--- src/rtl/reg_writeback_if.sv ---
//------------------------------------------------------------------------------
// reg_writeback_if : ALU/load result inputs, register-file write port, hazard query
// Revision 1.0
//------------------------------------------------------------------------------
`default_nettype none

interface reg_writeback_if;
  logic        alu_valid;
  logic        alu_ready;
  logic [4:0]  alu_reg;
  logic [31:0] alu_data;
  logic        ld_valid;
  logic        ld_ready;
  logic [4:0]  ld_reg;
  logic [31:0] ld_data;
  logic        regwrite;
  logic [4:0]  wrreg;
  logic [31:0] wrdata;
  logic [4:0]  pend_reg;
  logic        pend_hit;

  modport slave (
    input  alu_valid, alu_reg, alu_data,
    input  ld_valid, ld_reg, ld_data,
    input  pend_reg,
    output alu_ready, ld_ready,
    output regwrite, wrreg, wrdata,
    output pend_hit
  );

  modport master (
    output alu_valid, alu_reg, alu_data,
    output ld_valid, ld_reg, ld_data,
    output pend_reg,
    input  alu_ready, ld_ready,
    input  regwrite, wrreg, wrdata,
    input  pend_hit
  );
endinterface

`default_nettype wire

--- src/rtl/reg_writeback.sv ---
//------------------------------------------------------------------------------
// reg_writeback : register-file write arbiter, ALU priority over a load FIFO
// Revision 1.0
//------------------------------------------------------------------------------
`default_nettype none

module reg_writeback #(
  parameter int DEPTH = 4
) (
  input  logic          clk,
  input  logic          reset,
  reg_writeback_if.slave wb
);

  localparam int PW = $clog2(DEPTH);
  localparam int CW = PW + 1;

  logic [CW-1:0] count;
  logic [PW-1:0] head;
  logic [PW-1:0] tail;
  logic [4:0]    ent_reg  [DEPTH];
  logic [31:0]   ent_data [DEPTH];

  logic          out_we;
  logic [4:0]    out_reg;
  logic [31:0]   out_data;

  logic full;
  logic empty;
  logic alu_xfer;
  logic ld_xfer;
  logic push;
  logic pop;

  assign full  = (count == CW'(DEPTH));
  assign empty = (count == '0);

  assign wb.alu_ready = !full;
  assign wb.ld_ready  = !full;

  assign alu_xfer = wb.alu_valid && !full;
  assign ld_xfer  = wb.ld_valid && !full;
  // Loads to r0 are accepted but never stored.
  assign push     = ld_xfer && (wb.ld_reg != 5'd0);
  // A full FIFO drops alu_ready, so the head is guaranteed to drain.
  assign pop      = !alu_xfer && !empty;

  always_ff @(posedge clk) begin
    if (push && !reset) begin
      ent_reg[tail]  <= wb.ld_reg;
      ent_data[tail] <= wb.ld_data;
    end
  end

  always_ff @(posedge clk) begin
    if (reset) begin
      count    <= '0;
      head     <= '0;
      tail     <= '0;
      out_we   <= 1'b0;
      out_reg  <= 5'd0;
      out_data <= 32'd0;
    end else begin
      if (push) tail <= tail + 1'b1;
      if (pop)  head <= head + 1'b1;

      case ({push, pop})
        2'b10:   count <= count + 1'b1;
        2'b01:   count <= count - 1'b1;
        default: count <= count;
      endcase

      if (alu_xfer && (wb.alu_reg != 5'd0)) begin
        out_we   <= 1'b1;
        out_reg  <= wb.alu_reg;
        out_data <= wb.alu_data;
      end else if (pop) begin
        out_we   <= 1'b1;
        out_reg  <= ent_reg[head];
        out_data <= ent_data[head];
      end else begin
        out_we   <= 1'b0;
      end
    end
  end

  assign wb.regwrite = out_we;
  assign wb.wrreg    = out_reg;
  assign wb.wrdata   = out_data;

  // An entry is live when its distance from head is below the occupancy.
  logic [DEPTH-1:0] hit_vec;

  for (genvar i = 0; i < DEPTH; i++) begin : g_hit
    logic [PW-1:0] offset;
    assign offset     = PW'(i) - head;
    assign hit_vec[i] = ({1'b0, offset} < count) && (ent_reg[i] == wb.pend_reg);
  end

  assign wb.pend_hit = (wb.pend_reg != 5'd0) && (|hit_vec);

endmodule

`default_nettype wire

--- src/flat_wrapper.sv ---
// flat-port wrapper written by rule: the top's interface ports become plain ports
module reg_writeback_flat 
#(
  parameter int DEPTH = 4
)
  (clk, reset, wb_alu_valid, wb_alu_reg, wb_alu_data, wb_ld_valid, wb_ld_reg, wb_ld_data, wb_pend_reg, wb_alu_ready, wb_ld_ready, wb_regwrite, wb_wrreg, wb_wrdata, wb_pend_hit);
  reg_writeback_if wb_i ();
  input  logic clk;
  input  logic reset;
  input wire logic [$bits(wb_i.alu_valid)-1:0] wb_alu_valid;
  input wire logic [$bits(wb_i.alu_reg)-1:0] wb_alu_reg;
  input wire logic [$bits(wb_i.alu_data)-1:0] wb_alu_data;
  input wire logic [$bits(wb_i.ld_valid)-1:0] wb_ld_valid;
  input wire logic [$bits(wb_i.ld_reg)-1:0] wb_ld_reg;
  input wire logic [$bits(wb_i.ld_data)-1:0] wb_ld_data;
  input wire logic [$bits(wb_i.pend_reg)-1:0] wb_pend_reg;
  output wire logic [$bits(wb_i.alu_ready)-1:0] wb_alu_ready;
  output wire logic [$bits(wb_i.ld_ready)-1:0] wb_ld_ready;
  output wire logic [$bits(wb_i.regwrite)-1:0] wb_regwrite;
  output wire logic [$bits(wb_i.wrreg)-1:0] wb_wrreg;
  output wire logic [$bits(wb_i.wrdata)-1:0] wb_wrdata;
  output wire logic [$bits(wb_i.pend_hit)-1:0] wb_pend_hit;
  assign wb_i.alu_valid = wb_alu_valid;
  assign wb_i.alu_reg = wb_alu_reg;
  assign wb_i.alu_data = wb_alu_data;
  assign wb_i.ld_valid = wb_ld_valid;
  assign wb_i.ld_reg = wb_ld_reg;
  assign wb_i.ld_data = wb_ld_data;
  assign wb_i.pend_reg = wb_pend_reg;
  assign wb_alu_ready = wb_i.alu_ready;
  assign wb_ld_ready = wb_i.ld_ready;
  assign wb_regwrite = wb_i.regwrite;
  assign wb_wrreg = wb_i.wrreg;
  assign wb_wrdata = wb_i.wrdata;
  assign wb_pend_hit = wb_i.pend_hit;
  reg_writeback #(.DEPTH(DEPTH)) u_core (.clk(clk), .reset(reset), .wb(wb_i));
endmodule
--- config.mk ---
export PLATFORM = sky130hd
export DESIGN_NAME = reg_writeback_flat
export DESIGN_NICKNAME = d
export VERILOG_FILES = /design/src/rtl/reg_writeback_if.sv /design/src/rtl/reg_writeback.sv /design/src/flat_wrapper.sv
export SDC_FILE = /design/constraint.sdc
export NUM_CORES = 1
export LEC_CHECK = 0
export CORE_UTILIZATION = 40
export CTS_BUF_LIST = sky130_fd_sc_hd__clkbuf_4
export DETAILED_ROUTE_END_ITERATION = 12
export PLACE_DENSITY = 0.73
export SLEW_MARGIN = 40
export SYNTH_ARGS = -nofsm -noshare
export SYNTH_HDL_FRONTEND = slang
export SYNTH_SLANG_ARGS = --single-unit
--- constraint.sdc ---
create_clock -name clk -period 3.98 [get_ports clk]
set_input_delay 0.597 -clock clk [delete_from_list [all_inputs] [get_ports clk]]
set_output_delay 0.597 -clock clk [all_outputs]
set_load 0.05 [all_outputs]
# Word-level counts from Yosys, hierarchy flattened
# Memories as Yosys holds them, arrays and structs flattened. A register that Yosys moved wholly into a read port is not among the register bits.
# Index checks and enable logic that the tools add are counted.
# word_totals
wordCells	62
ramBits	148
mem_count	2
inputBits	83
regBits	45
output_inout_bits	41
# classes
eq_ne	7
n_mux	13
magnitude_cmp	4
add_sub_neg	8
n_reduce_logical	22
# memory_table
memory	words	word_bits	rd	rd_clocked_by_memory_dff	wr	line_no	source
u_core.ent_data	4	32	1	1	1	reg_writeback.sv:22	logic [31:0] ent_data [DEPTH];
u_core.ent_reg	4	5	5	1	1	reg_writeback.sv:21	logic [4:0] ent_reg [DEPTH];
# op_table
cell	count
two-way mux 32 bit	2
== test 5 bit	4
nonzero test 5 bit	3
< comparator 2 x 3 -> 1 bit	4
logical AND 1 bit	11
two-way mux 5 bit	2
two-way mux 2 bit	4
one-hot mux 3 bit (2 select lines)	1
adder 2 x 1 -> 2 bit, second input constant	2
logical NOT 1 bit	4
two-way mux 1 bit	4
nonzero test 2 bit	2
OR reduction 4 bit	1
subtractor 1 x 2 -> 2 bit, first input constant	2
subtractor 2 bit, first input constant	2
adder 3 x 1 -> 3 bit, second input constant	1
== test 3 bit, second input constant	1
logical NOT 3 bit	1
subtractor 3 x 1 -> 3 bit, second input constant	1
== test 2 x 1 -> 1 bit, second input constant	1
== test 2 bit, second input constant	1

# Logic depth before layout (Yosys ltp)
# Gate-level depths: netlist (run 1).
# depth
ltp_word	7
ltp_mapped	10
mapped_depth_nobuf	9

# Least setup slack after synthesis (run 1)
# OpenSTA, ideal clock, no wires.
# synth_timing
path_kind	flip-flop to flip-flop
startpoint	reg u_core.count[0]
endpoint	mem u_core.ent_data[0][0], enable pin
t_required_ns	3.582
period_less_slack_ns	2.822
setup_ns	0.398
slack_ns	1.158
n_path_buf	0
arrival_ns	2.424
path_stages_with_launch	6
path_cell_list	dfxtp_1 > inv_1 > nand3_1 > o211ai_1 > nor2_1 > and2_1
# synth_via
elab_chain_len	7
# synth_rtl
item	line_no	source
from (decl)	reg_writeback.sv:18	logic [CW-1:0] count;
from (signal assigned)	reg_writeback.sv:68	2'b10: count <= count + 1'b1;
from (signal assigned)	reg_writeback.sv:69	2'b01: count <= count - 1'b1;
from (signal assigned)	reg_writeback.sv:70	default: count <= count;
== test 3 bit	reg_writeback.sv:35	assign full = (count == CW'(DEPTH));
logical NOT 1 bit	-	
named net wb_alu_ready	flat_wrapper.sv:17	output wire logic [$bits(wb_i.alu_ready)-1:0] wb_alu_ready;
logical AND 1 bit	reg_writeback.sv:42	assign ld_xfer = wb.ld_valid && !full;
logical AND 1 bit	reg_writeback.sv:44	assign push = ld_xfer && (wb.ld_reg != 5'd0);
logical AND 1 bit	reg_writeback.sv:49	if (push && !reset) begin
two-way mux 1 bit	reg_writeback.sv:49	
two-way mux 1 bit (not written as such)	reg_writeback.sv:51	ent_data[tail] <= wb.ld_data;
to (decl)	reg_writeback.sv:22	
# The timed path passes the listed nets, and every way through them passes these cells.

# Worst setup path after layout (run 1)
# layout_timing
startpoint	reg u_core.head[0]
endpoint	out wb_pend_hit
# layout_via
elab_chain_len	5
word_cells_on_any_way	14
cone_classes	add/sub: 4; order compare: 4; reduce/logical: 6
# layout_rtl
item	line_no	source
from (decl)	reg_writeback.sv:19	logic [PW-1:0] head;
from (signal assigned)	reg_writeback.sv:65	if (pop) head <= head + 1'b1;
subtractor 1 x 2 -> 2 bit or subtractor 2 bit (tied branches)	reg_writeback.sv:96	assign offset = PW'(i) - head;
< comparator 2 x 3 -> 1 bit	reg_writeback.sv:97	assign hit_vec[i] = ({1'b0, offset} < count) && (ent_reg[i] == wb.pend_reg);
logical AND 1 bit	reg_writeback.sv:97	
OR reduction 4 bit *	reg_writeback.sv:100	assign wb.pend_hit = (wb.pend_reg != 5'd0) && (|hit_vec);
logical AND 1 bit *	reg_writeback.sv:100	
to (decl)	flat_wrapper.sv:22	output wire logic [$bits(wb_i.pend_hit)-1:0] wb_pend_hit;
# Mark *: on every way between the ends. The rest lies on a longest branch, timed or not.

==> results.md, run 1 <==
* Hold Vio Cnt, Final at 0
* Placer Congestion at a little under 0.8
* Die Wd at between 100 and 150 um
* H-Tree Depth at 4
* Final Max Tran Viols at 0
* Net Switching at roughly 2000 uW
* RSZ-0062 raised after global routing: false
* Vias at 4657
* I/O pin cnt at 124
* Drt first pass iters at 4
* Fin crit period at around 3.6 ns
* # diodes at 0
* Reg clk slew, reported paths at roughly 0.16 ns
* Max VDD drop at ~300 uV
* Critical path launch point type: flip-flop
* Root Buffer: clkbuf_4
* Clock Sinks at 195
* Power share of the sequential group at approximately 45%
* Via/cell ratio at roughly 5.2
* Synth Flop Type: edfxtp_1
* Initial Utilization at between 40% and 50%
* Row Count at 50
* CTS tree: done
* Critical Path AT at 3.05 ns
* Critical path, cell by cell: xnor2_1 -> inv_1 -> ha_1 -> nor2b_1 -> a2111oi_0 -> a21oi_1 -> a21oi_1 -> clkdlybuf4s50_1
* Post-synthesis register bit count at 195
* Syn Area/Cell at between 15 and 20 um^2
* CP max stage delay at just over 0.8 ns
* Period Utilization, post-route at 91.7%
* Clock share of power at 20.6%
* Top cells by instance count after synthesis: edfxtp_1 (148), nand2_1 (73), dfxtp_1 (47)
* Synth top area share at 56.7%
* Slew HR at 56.0%
* Synth Cell Area at 7830 um^2
* Crit path max-delay family: buffers and inverters
* Post-CTS Setup Bufs at 0
* Initial antenna violation count at 0
* Worst hold slack at a little under 0.5 ns
* Vias in the first global route at 4966
* Max Cap Violations at 0
* Setup TNS at 0 ns
* DP HPWL at 10600 um
* Post-DRT Antenna Nets at 0
* Most frequent cell after synthesis: edfxtp_1
* Clock tree buffer depth at 2
* Cell mode on critical path: a21oi_1
* Synth Net Count at a little under 600
* Post-CTS sizing at 0
* Buf/Inv on CP at 2
* WL/cell at around 19 um
* Cells after synthesis at 504
* Largest net degree at the start of global routing at 47
* Status: finished, final reports clean
* Buffers added on ports at between 100 and 150
* Asr flop ratio synth at 0%
* DRC violation count after routing at 0
* Largest area contributor in the netlist: edfxtp_1
* Class of the worst hold path: flip-flop to flip-flop
* Total track usage at between 10% and 20%
* P_int at 3720 uW
* Global-route wire length before repair at between 20000 and 30000 um
* CP max-delay cell: clkdlybuf4s50_1
* Core Footprint at 19000 um^2
* CP required at approximately 3.4 ns
* Sw frac at 35.2%
* Drt total wl at about 17000 um
* Synth cell types at 35
* CTS Buf Count at 17
* Layout area overhead at 23.1%
* Nets at 711
* Die height at between 100 and 150 um
* Starting DRT DRC Count at 251
* Combinational power share at roughly 34%
* Worst skew pair latency at 0.55 ns
* Final Core Density at approximately half
* CTS Hold Buffers Added at 0
* Yosys warnings at 0
* Synth top area cells: edfxtp_1 (57%), dfxtp_1 (12%), mux4_2 (11%)
* Die area at a little over 20000 um^2
* Congestion Overflow GR at 0
* CP Capture Type: primary output
* Worst Tran Pin Value at approximately 0.66 ns
* Post-synthesis sequential area ratio at between 60% and 70%
* Top achievable clock speed at between 200 and 300 MHz
* Static Leak at 0.00312 uW
* Setup CP Type: flip-flop to primary output
* Setup violators final at 0
* Worst Clk Skew at 0.0230 ns
* Max FO, Critical Path at 5
* Power density over the cells at just under 600 nW/um^2
* Post-synth EDFFs at around 150
* Ratio of cells with drive above 1 in the final layout at between 10% and 20%
* Largest register FFs at between 100 and 150
-- worst register-to-register path: stages, from the launching register on --
cell      delay [ns]
dfxtp_1         0.39
inv_1           0.21
nand3_1         0.29
o211ai_1        0.32
ha_1            0.25
inv_1           0.06
fa_1            0.37
xor2_1          0.16
or3_1           0.31
a21oi_1         0.16
-- final cells by class --
class                           count  area [um^2]
Timing Repair Buffer              130         1290
Multi-Input combinational cell    265         2270
Inverter                            9         33.8
Clock buffer                       18          135
Tap cell                          260          325
Fill cell                        1587         9310
Sequential cell                   195         5390
Clock inverter                     14          199
-- cell usage in the layout (no fill, tap or decap), drive strengths merged, types with 14 or more instances in the layout --
cell           Yosys  layout
a311oi            36      36
xor2              14      14
dfxtp             47      47
mux4              37      37
clkdlybuf4s50      0     122
nand2             73      73
clkbuf            19      18
edfxtp           148     148
nor2              46      46
inv                9      15
-- cells by family after synthesis --
family          Yosys count  share of synthesized area [%]
flops                   195                           68.7
simple gates            136                           7.09
compound gates           55                           6.13
buf+inv                  44                           2.67
mux                      38                           10.8
xor+xnor                 26                           2.91
fa+ha+maj                10                           1.69
-- power groups by stage --
| stage | clock network (uW) | logic [uW] | registers (uW) |
|---|---|---|---|
| after floorplan | 0 | 1150 | 2830 |
| final | 1180 | 1970 | 2580 |
| after CTS | 1220 | 2000 | 2590 |
| after global placement | 0 | 1960 | 2620 |
| after global routing | 1300 | 2140 | 2620 |
| after detailed placement | 0 | 1990 | 2630 |
-- per-stage QoR --
step	area (um^2)	setup WS, ns	instances	power (uW)
detailed placement	9310	0.514	859	4630
global route	9650	0.119	891	6060
global placement	9310	0.598	859	4580
floorplan	7830	1.16	504	3980
finish	9650	0.331	891	5740
CTS	9650	0.294	891	5810
-- metal layers --
metal	routed length, um	global-route usage (%)	part of all wire, %	vias up
li1	-	-	-	2146
met1	7410	22.8	44	2395
met2	8490	30.6	50	106
met3	790	4.00	4.7	10
met4	134	4.92	0.80	0
met5	0	0	0	-
-- final timing paths --
check,from,end,slack [ns],depth (start not counted)
worst max-delay path,u_core.head[0],wb_pend_hit,0.33,8
worst min-delay path,u_core.wb.wrdata[6],u_core.wb.wrdata[6],0.49,2
worst max register to register,u_core.count[1],u_core.count[2],1.38,9
worst min register to register,u_core.wb.wrdata[6],u_core.wb.wrdata[6],0.49,2
Note: power is estimated with default switching activity, not from simulation.
==> inputs of run 2 (changes only) <==
--- a/config.mk
+++ b/config.mk
@@ -9,6 +9,7 @@
 export CTS_BUF_LIST = sky130_fd_sc_hd__clkbuf_4
 export DETAILED_ROUTE_END_ITERATION = 12
 export PLACE_DENSITY = 0.73
+export RECOVER_POWER = 100
 export SLEW_MARGIN = 40
 export SYNTH_ARGS = -nofsm -noshare
 export SYNTH_HDL_FRONTEND = slang
==> run 2 against run 1 <==
Effect of this change: the flow now finishes with violations (max-capacitance violations, max-slew violations); cell area shrank 0.42%; count of clock-buffer cells in the layout stayed put; routed wire length grew 0.60%; clock power about the same; final cell count grew 0.22%; setup slack worse by 0.065 ns; worst hold slack worse by 0.0016 ns; highest routed layer unchanged; fmax down 1.7%; largest power group unchanged; first-iteration DRC count is 4.8% higher; global-route usage did not move; critical path type unchanged; sequential power about the same; critical endpoint unchanged; largest cell class unchanged; clock skew grew 0.0027 ns.
==> results.md, run 2 (synthesized netlist as in run 1, its figures left out) <==
* RSZ-0062 raised after global routing: false
* Fin cells at 893 (+0.22%)
* H-Tree Depth at 4 (unchanged)
* Reg clk slew, reported paths at 0.16 ns (about the same)
* Largest net degree at the start of global routing at 47 (unchanged)
* Drt first pass iters at 5 (+1)
* Critical path launch point type: flip-flop
* Violated checks: max-capacitance violations, max-slew violations
* Buffers added on ports at 123 (unchanged)
* Dpl cells at 859 (unchanged)
* R2R depth at 5 (-4)
* Class of the worst hold path: flip-flop to flip-flop
* Initial antenna violation count at 2 (+2)
* Vias at 4682 (+0.54%)
* Setup CP Type: flip-flop to primary output
* CTS Hold Buffers Added at 0 (unchanged)
* Critical Path AT at 3.12 ns (+0.07 ns)
* Congestion Overflow GR at 0 (unchanged)
* CTS Buf Count at 17 (unchanged)
* Starting DRT DRC Count at 263 (+4.8%)
* DRC violation count after routing at 0 (unchanged)
* Die Wd at 142 um (unchanged)
* Slew HR at -48.1% (-100 points)
* Commonest non-fill, non-tap cell in the layout: edfxtp_1
* Max VDD drop at 296 uV (-0.77%)
* Largest register FFs at 128 (unchanged)
* CP required at 3.38 ns (about the same)
* FF-to-FF setup slack at 0.64 ns (-0.74 ns)
* Post-CTS Setup Bufs at 0 (unchanged)
* Nets at 711 (unchanged)
* Placer Congestion at 0.787 (unchanged)
* Fin crit period at 3.71 ns (+0.0649 ns)
* Final Max Tran Viols at 98 (+98)
* Static Leak at 0.00319 uW (+2.2%)
* Clock Sinks at 195 (unchanged)
* Die height at 142 um (unchanged)
* CTS tree: done
* Clock tree buffer depth at 2 (unchanged)
* Setup violators final at 0 (unchanged)
* Post-DRT Antenna Nets at 0 (unchanged)
* DP HPWL at 10600 um (unchanged)
* CP Capture Type: primary output
* Final Core Density at 50.7% (-0.21 points)
* Hold Startpoint: u_core.wb.wrdata[6]
* Via/cell ratio at 5.24 (+0.31%)
* Vias in the first global route at 4966 (unchanged)
* # fillers at 1598 (+0.69%)
* Critical R2R Capture: u_core.ent_data[3][3]
* WL/cell at 19.0 um (+0.37%)
* Max Cap Violations at 3 (+3)
* Ratio of cells with drive above 1 in the final layout at 13.2% (-0.95 points)
* Initial Utilization at 41.3% (unchanged)
* Power density over the cells at 593 nW/um^2 (-0.31%)
* Leading cell types in the layout, fill and taps excluded: edfxtp_1 (148), dlygate4sd3_1 (79), nand2_1 (73), nor2_1 (46), dfxtp_1 (45)
* I/O pin cnt at 124 (unchanged)
* Worst Clk Skew at 0.0257 ns (+0.00273 ns)
* Post-CTS sizing at 0 (unchanged)
* Global-route wire length before repair at 26600 um (unchanged)
* Root Buffer: clkbuf_4
* Critical path origin: u_core.head[0]
* Total track usage at 17.9% (unchanged)
* Period Utilization, post-route at 93.3% (+1.6 points)
* Row Count at 50 (unchanged)
* Hold path depth at 2 (unchanged)
* Worst hold endpoint: u_core.wb.wrdata[6]
* Die area at 20100 um^2 (unchanged)
* Status: finished, violations left
* Worst Tran Pin Value at 2.22 ns (+1.57 ns)
* Hold Vio Cnt, Final at 0 (unchanged)
* Worst skew pair latency at 0.56 ns (about the same)
* RR Startpoint: u_core.count[1]
* Drt total wl at 16900 um (+0.60%)
* Setup TNS at 0 ns (unchanged)
* Layout area overhead at 22.6%
* Core Footprint at 19000 um^2 (unchanged)
* Top achievable clock speed at 269 MHz (-1.7%)
* Max FO, Critical Path at 5 (unchanged)
run 2: worst max-delay path by stage:
stage,end,cells after the start
finish,wb_pend_hit,8
global route,wb_pend_hit,8
CTS,wb_pend_hit,8
detailed placement,u_core.count[2],9
global placement,wb_pend_hit,7
floorplan,u_core.ent_data[0][0],5
run 2: per-layer routing:
layer | GRT usage (%) | part of all wire [%]
met1 | 22.8 | 44
met2 | 30.6 | 50
met3 | 4.00 | 4.7
met4 | 4.92 | 1.2
met5 | 0 | 0
run 2: area by class of cell:
cell class	count	area, um^2	area share, %
clock buffer	18	135	1.41
tap	260	325	3.39
inverter	9	33.8	0.352
antenna	2	5.00	0.0521
multi-input combinational	265	2230	23.2
sequential	195	5390	56.1
clock inverter	14	199	2.07
timing repair buffer	130	1280	13.4
run 2: critical path, cell delays in order, from the launching register on:
cell           delay [ns]
dfxtp_1              0.49
xnor2_1              0.18
inv_1                0.06
ha_1                 0.17
nor2b_1              0.12
a2111oi_0            0.44
a21oi_1              0.08
a21oi_1              0.15
dlygate4sd3_1        0.88
run 2: report_power, final:
group / leakage [uW] / internal (uW) / switching, uW
Clock: 0.000175 / 518 / 668
Combinational: 0.00128 / 761 / 1170
Sequential: 0.00173 / 2400 / 181
Total: 0.00319 / 3680 / 2020
run 2: per-stage QoR:
step	hold WS [ns]	cell area [um^2]	power [uW]	setup WS, ns
4_1_cts	0.496	9650	5810	0.294
6_report	0.489	9610	5700	0.266
2_1_floorplan	0.499	7830	3980	1.16
3_3_place_gp	0.469	9310	4580	0.598
3_5_place_dp	0.473	9310	4630	0.514
5_1_grt	0.506	9610	6010	0.0620
==> inputs of run 3 (changes only) <==
--- a/config.mk
+++ b/config.mk
@@ -5,8 +5,10 @@
 export SDC_FILE = /design/constraint.sdc
 export NUM_CORES = 1
 export LEC_CHECK = 0
+export ABC_AREA = 0
 export CORE_UTILIZATION = 40
 export CTS_BUF_LIST = sky130_fd_sc_hd__clkbuf_4
+export CTS_CLUSTER_DIAMETER = 40
 export DETAILED_ROUTE_END_ITERATION = 12
 export PLACE_DENSITY = 0.73
 export RECOVER_POWER = 100
==> results of run 3 <==
Final layout, timing and power as in run 2 (identical DEF).
